<file path="src/rtl/sw_led_ctrl.sv">
// Switch debouncer and LED pattern generator: synchronizes and debounces the
// switch inputs, then drives the LEDs as mirror, blink, count or chase.
module sw_led_ctrl #(
  parameter int unsigned N_SW     = 2,
  parameter int unsigned N_LED    = 4,
  parameter int unsigned DB_CYC   = 1000,
  parameter int unsigned TICK_DIV = 25000000
) (
  input  logic             sysclk,
  input  logic             rst_n,
  input  logic [N_SW-1:0]  sw,
  input  logic [1:0]       mode,
  output logic [N_LED-1:0] led,
  output logic [N_SW-1:0]  sw_stable
);

  localparam int unsigned CNT_W = $clog2(DB_CYC);
  localparam int unsigned DIV_W = $clog2(TICK_DIV);

  typedef enum logic [1:0] {
    MODE_MIRROR = 2'd0,
    MODE_BLINK  = 2'd1,
    MODE_COUNT  = 2'd2,
    MODE_CHASE  = 2'd3
  } mode_e;

  // Synchronizer and debounce state
  logic [N_SW-1:0]  sw_meta;
  logic [N_SW-1:0]  sw_sync;
  logic [CNT_W-1:0] db_cnt     [N_SW];
  logic [CNT_W-1:0] db_cnt_nxt [N_SW];
  logic [N_SW-1:0]  stable_nxt;

  // Pattern state
  mode_e            mode_q;
  mode_e            mode_nxt;
  logic [DIV_W-1:0] div_cnt;
  logic [DIV_W-1:0] div_nxt;
  logic             phase;
  logic             phase_nxt;
  logic [N_LED-1:0] value;
  logic [N_LED-1:0] value_nxt;
  logic [N_LED-1:0] pos;
  logic [N_LED-1:0] pos_nxt;
  logic [N_LED-1:0] led_nxt;
  logic [N_LED-1:0] mirror;

  logic             tick;
  logic             mode_chg;
  logic             rise0;

  localparam logic [N_LED-1:0] POS_INIT = N_LED'(1);

  // Two-flop synchronizer for the raw switch levels
  always_ff @(posedge sysclk or negedge rst_n) begin
    if (!rst_n) begin
      sw_meta <= '0;
      sw_sync <= '0;
    end else begin
      sw_meta <= sw;
      sw_sync <= sw_meta;
    end
  end

  // Debounce: a level must differ for DB_CYC consecutive cycles to be accepted
  always_comb begin
    stable_nxt = sw_stable;
    for (int i = 0; i < int'(N_SW); i++) begin
      db_cnt_nxt[i] = '0;
      if (sw_sync[i] != sw_stable[i]) begin
        if (db_cnt[i] == CNT_W'(DB_CYC - 1)) begin
          stable_nxt[i] = sw_sync[i];
        end else begin
          db_cnt_nxt[i] = db_cnt[i] + CNT_W'(1);
        end
      end
    end
  end

  // Debounce counters and accepted switch levels
  always_ff @(posedge sysclk or negedge rst_n) begin
    if (!rst_n) begin
      for (int i = 0; i < int'(N_SW); i++) begin
        db_cnt[i] <= '0;
      end
      sw_stable <= '0;
    end else begin
      for (int i = 0; i < int'(N_SW); i++) begin
        db_cnt[i] <= db_cnt_nxt[i];
      end
      sw_stable <= stable_nxt;
    end
  end

  // Mirror pattern repeats the switch vector across all LEDs
  for (genvar g = 0; g < int'(N_LED); g++) begin : g_mirror
    assign mirror[g] = sw_stable[g % N_SW];
  end

  assign tick     = (div_cnt == DIV_W'(TICK_DIV - 1));
  assign mode_chg = (mode != 2'(mode_q));
  assign rise0    = stable_nxt[0] & ~sw_stable[0];

  // Next-state and LED pattern; a mode change restarts every pattern source
  always_comb begin
    mode_nxt  = mode_e'(mode);
    div_nxt   = tick ? '0 : div_cnt + DIV_W'(1);
    phase_nxt = phase;
    value_nxt = value;
    pos_nxt   = pos;
    led_nxt   = '0;

    if (tick && mode_q == MODE_BLINK) begin
      phase_nxt = ~phase;
    end

    if (rise0 && mode_q == MODE_COUNT) begin
      value_nxt = value + N_LED'(1);
    end

    if (tick && mode_q == MODE_CHASE) begin
      if (sw_stable[1]) begin
        pos_nxt = {pos[0], pos[N_LED-1:1]};
      end else begin
        pos_nxt = {pos[N_LED-2:0], pos[N_LED-1]};
      end
    end

    if (mode_chg) begin
      div_nxt   = '0;
      phase_nxt = 1'b0;
      value_nxt = '0;
      pos_nxt   = POS_INIT;
    end

    case (mode_q)
      MODE_MIRROR: led_nxt = mirror;
      MODE_BLINK:  led_nxt = mirror & {N_LED{phase}};
      MODE_COUNT:  led_nxt = value;
      MODE_CHASE:  led_nxt = pos;
      default:     led_nxt = '0;
    endcase
  end

  // Pattern state and registered LED drive
  always_ff @(posedge sysclk or negedge rst_n) begin
    if (!rst_n) begin
      mode_q  <= MODE_MIRROR;
      div_cnt <= '0;
      phase   <= 1'b0;
      value   <= '0;
      pos     <= POS_INIT;
      led     <= '0;
    end else begin
      mode_q  <= mode_nxt;
      div_cnt <= div_nxt;
      phase   <= phase_nxt;
      value   <= value_nxt;
      pos     <= pos_nxt;
      led     <= led_nxt;
    end
  end

endmodule

</file>
<file path="config.mk">
export PLATFORM = sky130hd
export DESIGN_NAME = sw_led_ctrl
export DESIGN_NICKNAME = d
export VERILOG_FILES = /design/src/rtl/sw_led_ctrl.sv
export SDC_FILE = /design/constraint.sdc
export NUM_CORES = 1
export LEC_CHECK = 0
export CELL_PAD_IN_SITES_DETAIL_PLACEMENT = 0
export CELL_PAD_IN_SITES_GLOBAL_PLACEMENT = 2
export CORE_MARGIN = 2
export CORE_UTILIZATION = 40
export DETAILED_ROUTE_END_ITERATION = 16
export DONT_BUFFER_PORTS = 1
export HOLD_SLACK_MARGIN = 0.06
export PLACE_DENSITY_LB_ADDON = 0.2
export SKIP_LAST_GASP = 1
export SYNTH_ARGS = -nofsm -noshare
export SYNTH_HDL_FRONTEND = slang
export SYNTH_SLANG_ARGS = --single-unit
</file>
<file path="constraint.sdc">
create_clock -name sysclk -period 5.1 [get_ports sysclk]
set_clock_uncertainty 0.1 [all_clocks]
set_input_delay 0.255 -clock sysclk [delete_from_list [all_inputs] [get_ports sysclk]]
set_output_delay 0.255 -clock sysclk [all_outputs]
set_load 0.03 [all_outputs]
</file>
Word-level counts from Yosys, hierarchy flattened

Index checks and enable logic that the tools add are counted.
W data, S select, Z words.

Input bits: 6
Word-level logic and storage cells: 53
Register bits after elaboration: 66
Output and inout bits: 6

Bitwise gates (word level): 4
Mux-type cells: 16
Equal/unequal tests: 9
Add/subtract/negate cells: 4
Reductions and logical operators: 8

Operators with widths:

| operator                | number |
|---|---|
| $mux W25                | 2 |
| $mux W10                | 4 |
| $add A25 B1 Y25 const B | 1 |
| $eq A25 B25 Y1 const B  | 1 |
| $add A10 B1 Y10 const B | 2 |
| $eq A10 B10 Y1 const B  | 2 |
| $mux W4                 | 5 |
| $pmux W4 S4             | 1 |
| $reduce_bool A2 Y1      | 3 |
| $add A4 B1 Y4 const B   | 1 |
| $and A4 B4 Y4           | 1 |
| $eq A2 B2 Y1 const B    | 2 |
| $mux W1                 | 4 |
| $logic_and A1 B1 Y1     | 3 |
| $eq A2 B1 Y1 const B    | 1 |
| $logic_not A2 Y1        | 1 |
| $ne A1 B1 Y1            | 2 |
| $ne A2 B2 Y1            | 1 |
| $not A1 Y1              | 2 |
| $reduce_and A2 Y1       | 1 |
| $and A1 B1 Y1           | 1 |

Logic depth before layout (Yosys ltp)

Gate-level depths: netlist of run 1.

Depth in word-level cells: 7
Gate-level depth with buffers: 7
Mapped depth without buffers: 5

Worst setup path after synthesis of run 1

Ideal clock, no wire load.

Path type: flip-flop to flip-flop
Start: reg div_cnt[0]
End: reg div_cnt[10]
Arrival: 1828 ps
Required time: 4868 ps
Buffers on the path: 2
Library setup time: 132 ps
Stages on the path, launching flop included: 8
Clock period less this slack: 2059 ps
Slack: 3041 ps
Cell sequence: dfrtp_1 > ha_1 > and4_1 > clkbuf_1 > nand4_1 > o21ai_1 > clkbuf_1 > nor2_1

Longest elaborated chain between the ends: 3
Elaborated cells between the ends (all ways): 4
Classes of those cells: add/sub (1); eq/ne (1); mux (2)

Ends and longest elaborated chain:

| element                                                  | line     | source |
|---|---|---|
| start: declaration                                       | 37       | `logic [DIV_W-1:0] div_cnt;` |
| start signal: assignment                                 | 156      | `div_cnt <= div_nxt;` |
| $add A25 B1 Y25 / $eq A25 B25 Y1 (equally long branches) | 107, 100 |  |
| $mux W25 (*)                                             | 107      | `div_nxt = tick ? '0 : div_cnt + DIV_W'(1);` |
| $mux W25 (*)                                             | 129      | `if (mode_chg) begin` |
| net div_nxt[10]                                          | 38       | `logic [DIV_W-1:0] div_nxt;` |

Mark *: on every way through the listed nets, which the timed path passes. The rest lies on a longest branch.
A chain may end at the register's enable or synchronous reset.

Worst setup path after layout of run 1

Start: reg div_cnt[0]
End: reg pos[1]

Longest elaborated chain between the ends: 3

Ends and longest elaborated chain:

| element                             | line | source |
|---|---|---|
| $eq A25 B25 Y1                      | 100  | `assign tick = (div_cnt == DIV_W'(TICK_DIV - 1));` |
| $logic_and A1 B1 Y1                 | 121  | `if (tick && mode_q == MODE_CHASE) begin` |
| $reduce_bool A2 Y1 (no source line) | n/a  |  |
| end signal: assignment              | 159  | `pos <= pos_nxt;` |
| end: declaration                    | 43   | `logic [N_LED-1:0] pos;` |

No other way between the ends.

==> impl_metrics.csv, run 1 <==
group,metric,value,unit
logic_synthesis,seq_area_frac_synth,51.7,%
layout,antenna_cells,0,
power,total_power,1.09,mW
worst_setup_path,cp_data_required_time,5.26,ns
worst_setup_path,arrival,2.35,ns
flow_run,maxCapViolations,0,
clock_network,clk_latency,0.34,ns
logic_synthesis,ys_types,38,
routing,vias,2202,
logic_synthesis,synth_area_leader_cell,"dfrtp_1",
clock_network,cts_resized,0,
logic_synthesis,synth.most_common_cell,"dfrtp_1",
clock_network,clock_path_buffers,2,
worst_setup_path,critPathCaptureType,"flop",
layout,multi_input_area,1470,um^2
clock_network,cts_max_level,3,
global_route,track_usage,15.6,%
timing,slew_viol_final,0,
clock_network,path_clk_slew,0.07,ns
routing,first_pass_iters,5,
timing,fmax,0.455,GHz
routing,wire_per_inst,14.2,um
global_route,grt-ovfl-total,0,
clock_network,clk_root_buffer_cell,"clkbuf_8",
logic_synthesis,synth_edf_count,0,
timing,fin_setup_tns,0,ns
layout,areaGrowthSynthToFinish,12.1,%
timing,setup_ws,2.90,ns
timing,hold_viol_final,0,
global_route,grt_pass1_vias,2239,
layout,instances_no_fill,428,
routing,drtAntennaViolNets,0,
worst_setup_path,cp-start-kind,"flop",
timing,worstMarginPinSlew,0.671,ns
outcome,status,"finished clean",
logic_synthesis,ys_top_cells_by_area,"dfrtp_1 51%, xnor2_1 5.2%, nor2_1 4.7%",
global_route,grt_most_used_layer,"met2",
global_route,grtUsageMet3,4.19,%
global_route,grt_max_degree,67,
power,leakage,1.43,nW
timing,rsz0062_at_grt,"no",
die,row_count,32,
routing,wirelength,6.09,mm
global_route,grt_use_met1,21.8,%
routing,drc,0,
placed_design,dp_slack,2.92,ns
routing,viasPerCell,5.14,
clock_network,cts_tree,"done",
die,io_pins,12,
placed_design,gp_congestion,0.728,
logic_synthesis,yosysWarnings,0,
logic_synthesis,syn_nets,323,
global_route,antenna_found_initial,0,
timing,period_share,43.1,%
logic_synthesis,synth_commonest_cells,"65 x dfrtp_1, 40 x nor2_1, 28 x nand2_1",
logic_synthesis,netlist.area_leader.share,50.9,%
routing,drtIter0Drc,81,
layout,fillCellCount,730,
logic_synthesis,synthArstFlopShare,100,%
die,die_y,93.4,um
worst_setup_path,path_max_fanout,6,
clock_network,cts.sinks,66,
layout,nNetsFinal,331,
global_route,gr-usage-met2,23.0,%
placed_design,dp_hpwl,3.95,mm
layout,drive_above_1_share,9.82,%
clock_network,cts_buffers,9,
logic_synthesis,ys_seq_elements,66,
die,start_util,41.3,%
logic_synthesis,ys.flop_type,"dfrtp_1",
power,p_per_area,305,nW/um^2
placed_design,port_buffers,0,
placed_design,dp.cells,406,
global_route,grt_pass1_wl,10.6,mm
timing,setup_viol,0,
power,ir_drop,0.000143,V
timing,min_period,2.20,ns
logic_synthesis,synth_area_per_cell,10.2,um^2
logic_synthesis,postSynthCellCount,313,
die,die_area,8720,um^2
timing,slew_headroom,54.9,%
min_path,hp-class,"in -> reg",
logic_synthesis,synthesis.area,3190,um^2
die,core,7730,um^2
worst_setup_path,crit_type,"reg -> reg",
die,die_width,93.4,um
layout,regArea,1650,um^2
-- timing repair --
item | CTS | global route
endpoints found under the hold margin | 70 | 0
setup buffers | 0 | 0
hold buffers | 6 | 0
-- placed cells by master (no fill, tap or decap), types with 3 or more instances in the layout --
cell           count
xnor2_1           19
nor2_1            40
or3_1              8
nand3_1           12
clkbuf_8          10
nand4_1           13
nor4_1             4
or4_1              9
nand2b_1           3
o31ai_1            6
xor2_1            14
mux2i_1           10
and3_1             3
dfrtp_1           65
ha_1               4
o22ai_1            4
nand2_1           28
and4_1             3
dlygate4sd3_1      5
o21ai_0            6
a21oi_1           16
mux2_2             5
nor3_1             8
inv_1              5
-- metal layers --
layer | part of all wire [%] | vias up | wire [um]
met3 | 2.4 | 8 | 147
li1 | - | 1128 | -
met4 | 1.4 | 0 | 87
met5 | 0 | - | 0
met2 | 45 | 19 | 2710
met1 | 52 | 1047 | 3140
-- path summary, 6_finish.rpt --
path / to / start / slack, ns / cells after the start
min reg2reg: sw_sync[1] / sw_meta[1] / 0.25 / 0
max: pos[1] / div_cnt[0] / 2.90 / 5
min in group asynchronous: db_cnt[1] / rst_n / 0.36 / 2
min: value[3] / mode[0] / 0.20 / 3
max reg2reg: pos[1] / div_cnt[0] / 2.90 / 5
max in group asynchronous: pos[0] / rst_n / 4.23 / 2
-- final cells by class --
cell class	instances	share of cell area (%)
clock inverter	6	2.51
tap	102	3.56
inverter	5	0.524
multi-input combinational	232	41.0
timing repair buffer	7	2.38
sequential	66	46.1
clock buffer	10	3.84
-- report_power, final --
part           switching (mW)  leakage [nW]  internal (mW)
registers              0.0132         0.895          0.532
logic                  0.0314         0.418         0.0165
clock network           0.209         0.112          0.289
-- logic make-up after synthesis --
family / synth area share [%]
adder cells (fa/ha/maj): 1.57
AND/OR/NAND/NOR: 24.2
flip-flops: 51.7
multiplexers: 4.90
AO/OA/AOI/OAI: 6.31
buffers and inverters: 2.23
XOR/XNOR: 9.05
-- registers in the layout, indices dropped and copies added (netlist names) --
register   cells
sw_sync        2
sw_meta        2
pos            4
phase          1
sw_stable      2
db_cnt        20
div_cnt       25
value          4
mode_q         2
led            4
-- through the flow --
stage,hold WS (ns),util [%],area (um^2)
after floorplan,-0.141,-,3190
after global placement,-0.139,42.4,3280
after detailed placement,-0.139,42.4,3280
after CTS,0.188,46.4,3580
after global routing,0.239,46.4,3580
final,0.201,46.4,3580
-- worst max-delay path, stage by stage, from the launching register on --
cell and delay (ns):
dfrtp_1 0.38, ha_1 0.25, and4_1 0.35, nand2_1 0.13
nor4_2 0.65, mux2i_1 0.26
(Power assumes the default switching activity.)
==> run 2: changes to the inputs <==
--- a/config.mk
+++ b/config.mk
@@ -5,10 +5,11 @@
 export SDC_FILE = /design/constraint.sdc
 export NUM_CORES = 1
 export LEC_CHECK = 0
+export ABC_AREA = 1
 export CELL_PAD_IN_SITES_DETAIL_PLACEMENT = 0
 export CELL_PAD_IN_SITES_GLOBAL_PLACEMENT = 2
 export CORE_MARGIN = 2
-export CORE_UTILIZATION = 40
+export CORE_UTILIZATION = 34
 export DETAILED_ROUTE_END_ITERATION = 16
 export DONT_BUFFER_PORTS = 1
 export HOLD_SLACK_MARGIN = 0.06
==> constraint.sdc (replaced) <==
create_clock -name sysclk -period 1.95 [get_ports sysclk]
set_clock_uncertainty 0.1 [all_clocks]
set_input_delay 0.0975 -clock sysclk [delete_from_list [all_inputs] [get_ports sysclk]]
set_output_delay 0.0975 -clock sysclk [all_outputs]
set_load 0.03 [all_outputs]
==> impl_metrics.csv, run 2 <==
group,metric,value,unit
outcome,status,"finished clean",
logic_synthesis,yosysWarnings,0,
worst_setup_path,path_max_fanout,4,
routing,first_pass_iters,4,
routing,wire_per_inst,13.2,um
routing,drc,0,
layout,layout_commonest_cell,"nand2_1",
routing,drtAntennaViolNets,0,
timing,worstMarginPinSlew,0.355,ns
timing,setup_viol,0,
timing,slew_viol_final,0,
timing,fin_setup_tns,0,ns
die,die_width,106,um
routing,wirelength,8.14,mm
layout,antenna_cells,0,
logic_synthesis,syn_nets,469,
layout,layout_common_cells,"111 x nand2_1, 96 x nor2_1, 65 x dfrtp_1",
global_route,gr-usage-met2,27.4,%
placed_design,port_buffers,0,
clock_network,cts_tree,"done",
logic_synthesis,ys_types,34,
logic_synthesis,synth_area_per_cell,7.67,um^2
clock_network,cts_buffers,9,
power,total_power,2.69,mW
die,io_pins,12,
die,core,10200,um^2
timing,period_share,86.7,%
timing,min_period,1.69,ns
logic_synthesis,synth.most_common_cell,"nand2_1",
layout,nNetsFinal,487,
layout,drive_above_1_share,10.4,%
logic_synthesis,ys_seq_elements,66,
logic_synthesis,synth_edf_count,0,
worst_setup_path,arrival,1.82,ns
die,row_count,37,
global_route,grt_pass1_wl,14.4,mm
worst_setup_path,critPathCaptureType,"flop",
power,p_per_area,678,nW/um^2
worst_setup_path,r2r_end,"pos[1]",
clock_network,clk_root_buffer_cell,"clkbuf_8",
timing,slew_headroom,76.3,%
logic_synthesis,synth_commonest_cells,"111 x nand2_1, 96 x nor2_1, 65 x dfrtp_1",
clock_network,clk_latency,0.35,ns
worst_setup_path,r2r_cells,8,
placed_design,dp_hpwl,6.01,mm
logic_synthesis,synthesis.area,3520,um^2
logic_synthesis,netlist.area_leader.share,46.2,%
layout,fillCellCount,1104,
global_route,grt-ovfl-total,0,
global_route,grt_max_degree,67,
global_route,grt_most_used_layer,"met2",
clock_network,post-cts-setup-buffers,0,
layout,top_register,"div_cnt",
global_route,grt_pass1_vias,2906,
routing,drtIter0Drc,157,
logic_synthesis,synthArstFlopShare,100,%
placed_design,gp_congestion,0.779,
logic_synthesis,ys_top_cells_by_area,"dfrtp_1 46%, nand2_1 12%, nor2_1 10%",
worst_setup_path,regToRegStartpoint,"div_cnt[0]",
global_route,antenna_found_initial,0,
clock_network,cts_max_level,3,
timing,fmax,0.591,GHz
worst_setup_path,ff2ff_setup_slack,0.26,ns
clock_network,path_clk_slew,0.08,ns
worst_setup_path,crit_type,"reg -> reg",
logic_synthesis,postSynthCellCount,459,
logic_synthesis,ys.flop_type,"dfrtp_1",
logic_synthesis,synth_area_leader_cell,"dfrtp_1",
clock_network,clock_path_buffers,2,
routing,viasPerCell,4.61,
layout,largest_reg_flops,25,
flow_run,maxCapViolations,0,
die,die_area,11200,um^2
global_route,track_usage,16.4,%
timing,hold_viol_final,0,
layout,areaGrowthSynthToFinish,12.7,%
worst_setup_path,cp_data_required_time,2.08,ns
clock_network,cts.sinks,66,
logic_synthesis,seq_area_frac_synth,46.9,%
die,start_util,34.6,%
die,die_y,106,um
layout,instances_no_fill,617,
global_route,grtUsageMet3,2.60,%
clock_network,cts_resized,0,
worst_setup_path,cp-start-kind,"flop",
clock_network,cts_hold_buf,6,
power,leakage,1.75,nW
global_route,grt_use_met1,21.1,%
power,ir_drop,0.000324,V
routing,vias,2842,
layout,reg.largest.list,"div_cnt (25), db_cnt (20)",
min_path,hp-class,"in -> async",
timing,rsz0062_at_grt,"no",
placed_design,dp.cells,596,
-- run 2: worst max-delay path by stage --
stage                 startpoint        to  slack (ns)  cells past startpoint
CTS                   div_cnt[0]    pos[1]        0.19                      8
global placement      div_cnt[0]    pos[3]        0.25                      8
detailed placement    div_cnt[0]    pos[1]        0.20                      8
finish                div_cnt[0]    pos[1]        0.26                      8
global route          div_cnt[0]    pos[1]        0.03                      8
floorplan           sw_stable[0]  value[0]        0.46                      6
-- run 2: layout make-up --
cell class	instances	area [um^2]	area share (%)
Multi-Input combinational cell	340	1660	41.8
Sequential cell	66	1650	41.7
Inverter	50	190	4.79
Clock buffer	14	183	4.60
Tap cell	136	170	4.29
Timing Repair Buffer	10	108	2.71
Clock inverter	1	7.51	0.189
-- run 2: cells by family after synthesis --
group           count (synthesis)  synth area share [%]
fa+ha+maj                       4                  1.42
simple gates                  299                  38.0
flops                          66                  46.9
compound gates                 19                  3.20
buf+inv                        53                  6.01
xor+xnor                       18                  4.48
-- run 2: through the flow --
step                      util (%)  worst slack, ns  hold slack, ns  instance area (um^2)
final                         39.0            0.259           0.172                  3970
after global routing          39.0           0.0284           0.195                  3970
after CTS                     39.0            0.190           0.186                  3970
after detailed placement      36.3            0.199          -0.296                  3700
after global placement        36.3            0.254          -0.296                  3700
after floorplan                  -            0.457          -0.298                  3520
-- run 2: worst max-delay path: stages, from the launching register on --
cell	delay, ns
dfrtp_1	0.38
ha_1	0.20
nand2_1	0.12
nor2_2	0.18
nand3_1	0.09
nor2_1	0.18
nand3_1	0.18
nand3_1	0.11
nand2_1	0.06
-- run 2: report_power, final --
part,switching [mW],internal (mW)
sequential,0.0237,1.40
clock,0.515,0.595
combinational,0.109,0.0490
-- run 2: metal layers --
layer / routed length [um] / up-vias
li1: - / 1480
met1: 3880 / 1315
met2: 3880 / 35
met3: 234 / 12
met4: 146 / 0
met5: 0 / -
